File: src/rtl/instr_mem_arbiter_pkg.sv
`default_nettype none
// ============================================================================
// instr_mem_arbiter_pkg : sizing, NOP word, FSM encoding, boot program image
// Revision: 1.0
// ============================================================================
package instr_mem_arbiter_pkg;

   localparam int DEPTH  = 128;
   localparam int ADDR_W = 7;

   localparam logic [31:0] NOP = 32'h0000_0000;

   localparam logic [1:0] ST_RUN    = 2'd0;
   localparam logic [1:0] ST_DRAIN  = 2'd1;
   localparam logic [1:0] ST_LOAD   = 2'd2;
   localparam logic [1:0] ST_FINISH = 2'd3;

   // Boot image: word 1 is the fixed reset-vector target, the rest are tagged MOVs.
   function automatic logic [31:0] default_word(input int idx);
      logic [31:0] w;
      if (idx == 1) w = 32'hE002_0191;
      else          w = 32'hE1A0_0000 | 32'(idx);
      return w;
   endfunction

endpackage
`default_nettype wire

File: src/rtl/instr_ram.sv
`default_nettype none
// ============================================================================
// instr_ram : instruction storage, one synchronous write, one async read port
// Revision: 1.0
// ============================================================================
module instr_ram #(
   parameter int DEPTH  = instr_mem_arbiter_pkg::DEPTH,
   parameter int ADDR_W = instr_mem_arbiter_pkg::ADDR_W
) (
   input  logic              clk,
   input  logic              we,
   input  logic [ADDR_W-1:0] waddr,
   input  logic [31:0]       wdata,
   input  logic [ADDR_W-1:0] raddr,
   output logic [31:0]       rdata
);
   import instr_mem_arbiter_pkg::*;

   logic [31:0] words [DEPTH];

   // Per-word registers so each can carry its boot-image value; no reset on contents.
   for (genvar g = 0; g < DEPTH; g++) begin : g_word
      logic [31:0] word = default_word(g);

      always_ff @(posedge clk) begin
         if (we && (waddr == ADDR_W'(g))) begin
            word <= wdata;
         end
      end

      assign words[g] = word;
   end

   assign rdata = words[raddr];

endmodule
`default_nettype wire

File: src/rtl/instr_mem_arbiter.sv
`default_nettype none
// ============================================================================
// instr_mem_arbiter : core fetch port vs. program loader ownership of imem
// Revision: 1.0
// ============================================================================
module instr_mem_arbiter #(
   parameter int DEPTH  = instr_mem_arbiter_pkg::DEPTH,
   parameter int ADDR_W = instr_mem_arbiter_pkg::ADDR_W
) (
   input  logic              CLK,
   input  logic              RESET,
   input  logic [31:0]       PC,
   output logic [31:0]       Instr,
   output logic              StallF,
   output logic              CoreReset,
   input  logic              LoadReq,
   input  logic              LoadValid,
   input  logic [31:0]       LoadData,
   input  logic              LoadLast,
   output logic              LoadReady,
   output logic              LoadDone,
   output logic              LoadErr,
   output logic [ADDR_W:0]   WordCount
);
   import instr_mem_arbiter_pkg::*;

   logic [1:0]        state;
   logic [ADDR_W-1:0] ptr;
   logic [ADDR_W:0]   word_count;
   logic              load_err;
   logic              accept;
   logic              pc_in_range;
   logic [31:0]       ram_rdata;
   logic              unused_pc_bits;

   assign accept = (state == ST_LOAD) && LoadValid;

   always_ff @(posedge CLK or posedge RESET) begin
      if (RESET) begin
         state      <= ST_RUN;
         ptr        <= '0;
         word_count <= '0;
         load_err   <= 1'b0;
      end else begin
         case (state)
            ST_RUN: begin
               if (LoadReq) begin
                  state      <= ST_DRAIN;
                  ptr        <= '0;
                  word_count <= '0;
                  load_err   <= 1'b0;
               end
            end
            ST_DRAIN: begin
               state <= ST_LOAD;
            end
            ST_LOAD: begin
               if (accept) begin
                  ptr        <= ptr + 1'b1;
                  word_count <= word_count + 1'b1;
                  if (LoadLast) begin
                     state <= ST_FINISH;
                  end else if (ptr == ADDR_W'(DEPTH - 1)) begin
                     // Last slot filled without LoadLast: flag overflow, stop writing.
                     load_err <= 1'b1;
                     state    <= ST_FINISH;
                  end
               end
            end
            default: begin
               state <= ST_RUN;
            end
         endcase
      end
   end

   instr_ram #(
      .DEPTH  (DEPTH),
      .ADDR_W (ADDR_W)
   ) u_instr_ram (
      .clk   (CLK),
      .we    (accept),
      .waddr (ptr),
      .wdata (LoadData),
      .raddr (PC[ADDR_W+1:2]),
      .rdata (ram_rdata)
   );

   assign pc_in_range    = (PC[31:ADDR_W+2] == '0);
   assign unused_pc_bits = ^PC[1:0];

   assign Instr     = ((state == ST_RUN) && pc_in_range) ? ram_rdata : NOP;
   assign StallF    = (state != ST_RUN);
   assign LoadReady = (state == ST_LOAD);
   assign LoadDone  = (state == ST_FINISH);
   assign CoreReset = (state == ST_FINISH);
   assign LoadErr   = load_err;
   assign WordCount = word_count;

endmodule
`default_nettype wire

File: config.mk
export PLATFORM = sky130hd
export DESIGN_NAME = instr_mem_arbiter
export DESIGN_NICKNAME = d
export VERILOG_FILES = /design/src/rtl/instr_mem_arbiter_pkg.sv /design/src/rtl/instr_ram.sv /design/src/rtl/instr_mem_arbiter.sv
export SDC_FILE = /design/constraint.sdc
export NUM_CORES = 2
export LEC_CHECK = 0
export BUFFER_PORTS_ARGS = -buffer_cell sky130_fd_sc_hd__clkbuf_2
export CAP_MARGIN = 20
export CORE_ASPECT_RATIO = 0.9
export CORE_MARGIN = 8
export CORE_UTILIZATION = 65
export CTS_CLUSTER_DIAMETER = 80
export CTS_CLUSTER_SIZE = 30
export DETAILED_ROUTE_END_ITERATION = 16
export GPL_ROUTABILITY_DRIVEN = 1
export GPL_TIMING_DRIVEN = 1
export PLACE_DENSITY = 0.78
export SKIP_CTS_REPAIR_TIMING = 1
export SLEW_MARGIN = 20
export SYNTH_ARGS = -nofsm -noshare
export SYNTH_HDL_FRONTEND = slang
export SYNTH_SLANG_ARGS = --single-unit
File: constraint.sdc
create_clock -name CLK -period 11.4 [get_ports CLK]
set_clock_uncertainty 0.15 [all_clocks]
set_input_delay 1.14 -clock CLK [delete_from_list [all_inputs] [get_ports CLK]]
set_output_delay 1.14 -clock CLK [all_outputs]
set_load 0.05 [all_outputs]
## Word level (Yosys, flattened, before mapping)

Index checks and enable logic that the tools add are counted.

| word-level totals | value |
|---|---|
| register bits after elaboration | 4,114 |
| input port bits | 69 |
| output and inout bits | 45 |
| logic and storage cells | 429 |

| operators by class | value |
|---|---|
| add/sub/neg operators | 2 |
| order comparisons | 1 |
| equality and inequality tests | 135 |
| mux-type cells | 20 |
| bitwise gates (word level) | 1 |
| reduce and logical (&&, ||, !) cells | 138 |

Operator list:

| kind | count |
|---|---|
| 7-bit equality test, second input constant | 64 |
| 32-bit binary-select mux with 7-bit select | 1 |
| 7-bit by 6-bit equality test with 1-bit output, second input constant | 32 |
| 1-bit logical AND | 130 |
| 7-bit by 5-bit equality test with 1-bit output, second input constant | 16 |
| 32-bit two-way mux | 3 |
| 7-bit by 4-bit equality test with 1-bit output, second input constant | 8 |
| 7-bit by 3-bit equality test with 1-bit output, second input constant | 4 |
| 23-bit zero test | 1 |
| 8-bit two-way mux | 2 |
| 8-bit one-hot mux with 2 select lines | 1 |
| 7-bit by 2-bit equality test with 1-bit output, second input constant | 2 |
| 7-bit two-way mux | 2 |
| 7-bit one-hot mux with 2 select lines | 1 |
| 8-bit by 1-bit adder with 8-bit output, second input constant | 1 |
| 8-bit >= comparator, second input constant | 1 |
| 2-bit two-way mux | 4 |
| 7-bit inverter with 8-bit output | 1 |
| 7-bit by 1-bit adder with 7-bit output, second input constant | 1 |
| 7-bit by 1-bit equality test with 1-bit output, second input constant | 1 |
| 7-bit zero test | 1 |
| 2-bit one-hot mux with 3 select lines | 1 |
| 3-bit AND reduction | 2 |
| 5-bit AND reduction | 1 |
| other kinds (9) | 16 |

## Logic depth before layout (Yosys ltp)

| depth | value |
|---|---|
| depth in word-level cells | 5 |
| mapped depth | 10 |
| mapped depth without buffers | 7 |

## Modules after synthesis

From an unflattened synthesis, not the netlist that was laid out.

| unflattened totals | value |
|---|---|
| cell total of the unflattened synthesis | 6,119 |
| area, all modules | 156,930.5 sq um |

Modules (own cells, without submodules):

| module | times used | cells an instance | area an instance (sq um) | sequential area each (sq um) |
|---|---|---|---|---|
| instr_ram | 1 | 5,968 | 155,664.3 | 122,998.0 |
| instr_mem_arbiter | 1 | 151 | 1,266.2 | 450.4 |

## Least setup slack after synthesis

OpenSTA, ideal clock, no wires.

| path | value |
|---|---|
| kind | register to register |
| start point | reg state[0] |
| end point | reg u_instr_ram.g_word[32].word[0], enable pin |
| library setup time | 0.461 ns |
| data arrival time | 4.241 ns |
| data required time | 10.789 ns |
| setup slack | 6.549 ns |
| cell stages (with the launch flop) | 8 |
| buffers on the path | 1 |
| clock period less this slack | 4.851 ns |
| path through | dfrtp_1 inv_1 ha_1 clkbuf_1 nand2_1 nor4_1 nand2_1 nor3_1 |

| between the ends | value |
|---|---|
| cells in the longest elaborated chain, start to end | 3 |

Ends and longest elaborated chain:

| item | RTL line | text |
|---|---|---|
| from (decl) | instr_mem_arbiter.sv:27 | `logic [1:0] state;` |
| from (signal assigned) | instr_mem_arbiter.sv:40 | `state <= ST_RUN;` |
| from (signal assigned) | instr_mem_arbiter.sv:48 | `state <= ST_DRAIN;` |
| from (signal assigned) | instr_mem_arbiter.sv:55 | `state <= ST_LOAD;` |
| 2-bit equality test | n/a |  |
| via LoadReady | instr_mem_arbiter.sv:20 | `output logic LoadReady,` |
| 1-bit logical AND | instr_mem_arbiter.sv:36 | `assign accept = (state == ST_LOAD) && LoadValid;` |
| 1-bit logical AND | instr_ram.sv:26 | `if (we && (waddr == ADDR_W'(g))) begin` |
| to (signal assigned) | instr_ram.sv:27 | `word <= wdata;` |
| to (decl) | instr_ram.sv:23 | `logic [31:0] word = default_word(g);` |

The timed path passes the listed nets, and every way through them passes these cells.
A chain may end at the register's enable or synchronous reset.

## Worst setup path in the final report

| path | value |
|---|---|
| start point | in PC[2] |
| end point | out Instr[22] |

| between the ends | value |
|---|---|
| cells in the longest elaborated chain, start to end | 5 |

Ends and longest elaborated chain:

| item | RTL line | text |
|---|---|---|
| from (decl) | instr_mem_arbiter.sv:12 | `input logic [31:0] PC,` |
| 7-bit inverter with 8-bit output (implied by the code) | instr_ram.sv:34 | `assign rdata = words[raddr];` |
| 32-bit binary-select mux with 7-bit select | instr_ram.sv:34 |  |
| 32-bit two-way mux (implied by the code) (2 in a row) | instr_ram.sv:34 |  |
| 32-bit two-way mux | instr_mem_arbiter.sv:92 | `assign Instr = ((state == ST_RUN) && pc_in_range) ? ram_rdata : NOP;` |
| to (decl) | instr_mem_arbiter.sv:13 | `output logic [31:0] Instr,` |

No other way between the ends. The select of a mux whose other input is x is not followed.

==> qor.yml <==
status: "complete, no violations"
start_util_pct: 65.47
numCtsBuffers: 157
synth.ff_latch_count: 4114
cts_sinks: 4114
seq_area_sq_mm: 0.1234
synth-main-ff-cell: "edfxtp_1"
worstHoldPathType: "in2async"
synthesis.area_sq_mm: 0.1581
antenna_found_initial: 26
gp_congestion: 0.8935
drive_gt1_share_pct: 23.75
insertion_delay_ns: 0.86
drc: 0
multi_input_area_sq_mm: 0.03374
ys_seq_area_share_pct: 78.06
synth_edf_count: 4096
dpl-instance-area_sq_mm: 0.1641
slew_headroom_pct: 15.10
syn_inst: 7671
cp.required_ns: 10.11
period_share_pct: 68.38
r2r_slack_ns: 6.84
clk_pin_slew_ns: 0.11
vias: 81320
vias_per_cell: 7.411
finalHoldViolCount: 0
routed_wl_um: 408300
maxCapViolations: 0
cp.arrival_ns: 6.51
final_antenna_net_count: 0
tightestPinTransition_ns: 1.263
tns_ns: 0
dieHeight_um: 483.9
yosys.area.top_type: "edfxtp_1"
setup_viol: 0
core_area_sq_mm: 0.2416
grt_pass1_vias: 79250
synth_area_leaders: "edfxtp_1 (78%), mux4_2 (11%), mux2_2 (2.4%)"
die_w_um: 535.9
cts-root-buf: "clkbuf_16"
worst_setup_path_end_kind: "primary output"
async_reset_ff_share_pct: 0.4375
hpwlAfterDp_um: 223600
ios: 114
synthesis.nets: 7748
cp_max_fo: 77
rsz0062_at_grt: "false"
portBuffers: 111
synth.avg_cell_area_sq_um: 20.62
fmax_ghz: 0.1283
power_leakage_nw: 50.84
cts_buffer_depth: 3
grt_pass1_wl_um: 572600
wire_per_inst_um: 37.21
slew_viol_final: 0
power_density_mw_per_mm2: 149.5
yosysUniqueCellTypes: 56
fillers: 13970
path_class: "in2out"
areaGrowthSynthToFinish_pct: 6.574
synth_warnings: 0
htree_levels: 4
cp-start-kind: "input pin"
synth.top_cell.area_share_pct: 77.77
final_area_sq_mm: 0.1685
fin_nets: 7796
drt-initial-drc-count: 13500
cts_tree: "yes"
fin_crit_ns: 7.796
grt_usage_pct: 31.06
dr.pass1.iters: 6
ir_worst_vdd_v: 0.0001885
fp.dieArea_sq_mm: 0.2594
rows: 171
gr-total-overflow: 0
grt_max_degree: 138
## cell type report
class	instances	area share (%)
sequential	4114	73.24
inverter	11	0.02450
clock inverter	26	0.1737
antenna	13	0.01930
tap	3200	2.376
timing repair buffer	375	1.739
clock buffer	174	2.407
multi-input combinational	3060	20.02
## synthesized netlist by cell type, types with 40 or more instances
master	n
nor2_1	200
edfxtp_1	4096
buf_2	94
o22ai_1	136
mux2i_1	124
nor4_1	73
nand2_1	69
mux4_2	762
a211oi_1	70
nor3_1	138
nor2b_1	76
buf_4	41
mux2_2	337
a21oi_1	40
nand3_1	557
o21ai_0	113
buf_1	57
clkbuf_1	280
a221oi_1	60
nand4_1	130
## path summary, 6_finish.rpt
check	startpoint	end	cells past startpoint
setup / recovery	PC[2]	Instr[22]	9
max in group asynchronous	RESET	ptr[2]$_DFFE_PP0P_	2
min in group CLK	LoadErr$_DFFE_PP0P_	LoadErr$_DFFE_PP0P_	2
hold / removal	RESET	WordCount[4]$_DFFE_PP0P_	2
setup reg to reg	state[0]$_DFFE_PP0P_	u_instr_ram.g_word[98].word[9]$_DFFE_PP_	7
hold reg to reg	LoadErr$_DFFE_PP0P_	LoadErr$_DFFE_PP0P_	2
## routing by layer
metal  vias up  global-route usage [%]  wire length, um
li1      31820                       -                -
met1     42350                   43.82           143500
met2      6334                   46.70           186900
met4        12                   12.33            18730
met3       810                   8.950            59120
met5         -                       0               83
## power by group
part	total, W	switching, W	internal [W]	leakage (nW)
registers	0.0167	0.0000339	0.0167	37.0
logic	0.00158	0.00111	0.000478	11.7
clock network	0.00691	0.00428	0.00263	2.12
## layout by cell type, fill, tap and decap left out, types with 48 or more instances in the layout
cell       instances
o22ai_1          136
clkbuf_2          75
nor2b_1           71
buf_4            274
clkbuf_16        160
nor3_1           134
nand3_1          553
nor4_1            48
mux4_2           762
nand2_1           67
nor2_1            77
edfxtp_1        4096
nor2_4           123
mux2i_1          124
mux2_2           337
a211oi_1          70
a221oi_1          60
o21ai_0          113
nand4_1          130
## kinds of logic after synthesis
| logic type | synth area share, % |
|---|---|
| buffers and inverters | 1.415 |
| adder cells (fa/ha/maj) | 0.06330 |
| AO/OA/AOI/OAI | 1.996 |
| XOR/XNOR | 0.01108 |
| multiplexers | 14.04 |
| AND/OR/NAND/NOR | 4.419 |
| flip-flops | 78.06 |
## registers in the layout (all words and copies together) (netlist names)
register and cells:
state 2, u_instr_ram.g_word.word 4096, LoadErr 1, ptr 7
WordCount 8
## metrics by stage
step | power [W] | utilization, % | instances | setup slack [ns] | hold WS, ns
after global placement | 0.01853 | 67.85 | 10750 | 3.485 | 0.3416
after floorplan | 0.01788 | - | 7671 | 6.549 | 0.3390
final | 0.02520 | 69.77 | 10970 | 3.604 | 0.2717
after detailed placement | 0.01859 | 67.92 | 10760 | 3.720 | 0.3551
after CTS | 0.02519 | 69.72 | 10960 | 3.721 | 0.2457
after global routing | 0.02574 | 69.77 | 10970 | 3.547 | 0.2826
## critical path, cell delays in order
cell	delay, ns
buf_12	0.46
buf_4	0.87
buf_4	0.71
mux4_2	0.60
nand3_1	0.11
nand4_1	0.42
nor4_2	1.15
a41oi_1	0.42
clkbuf_2	0.35
No activity file was read; power rests on OpenSTA's default activity.
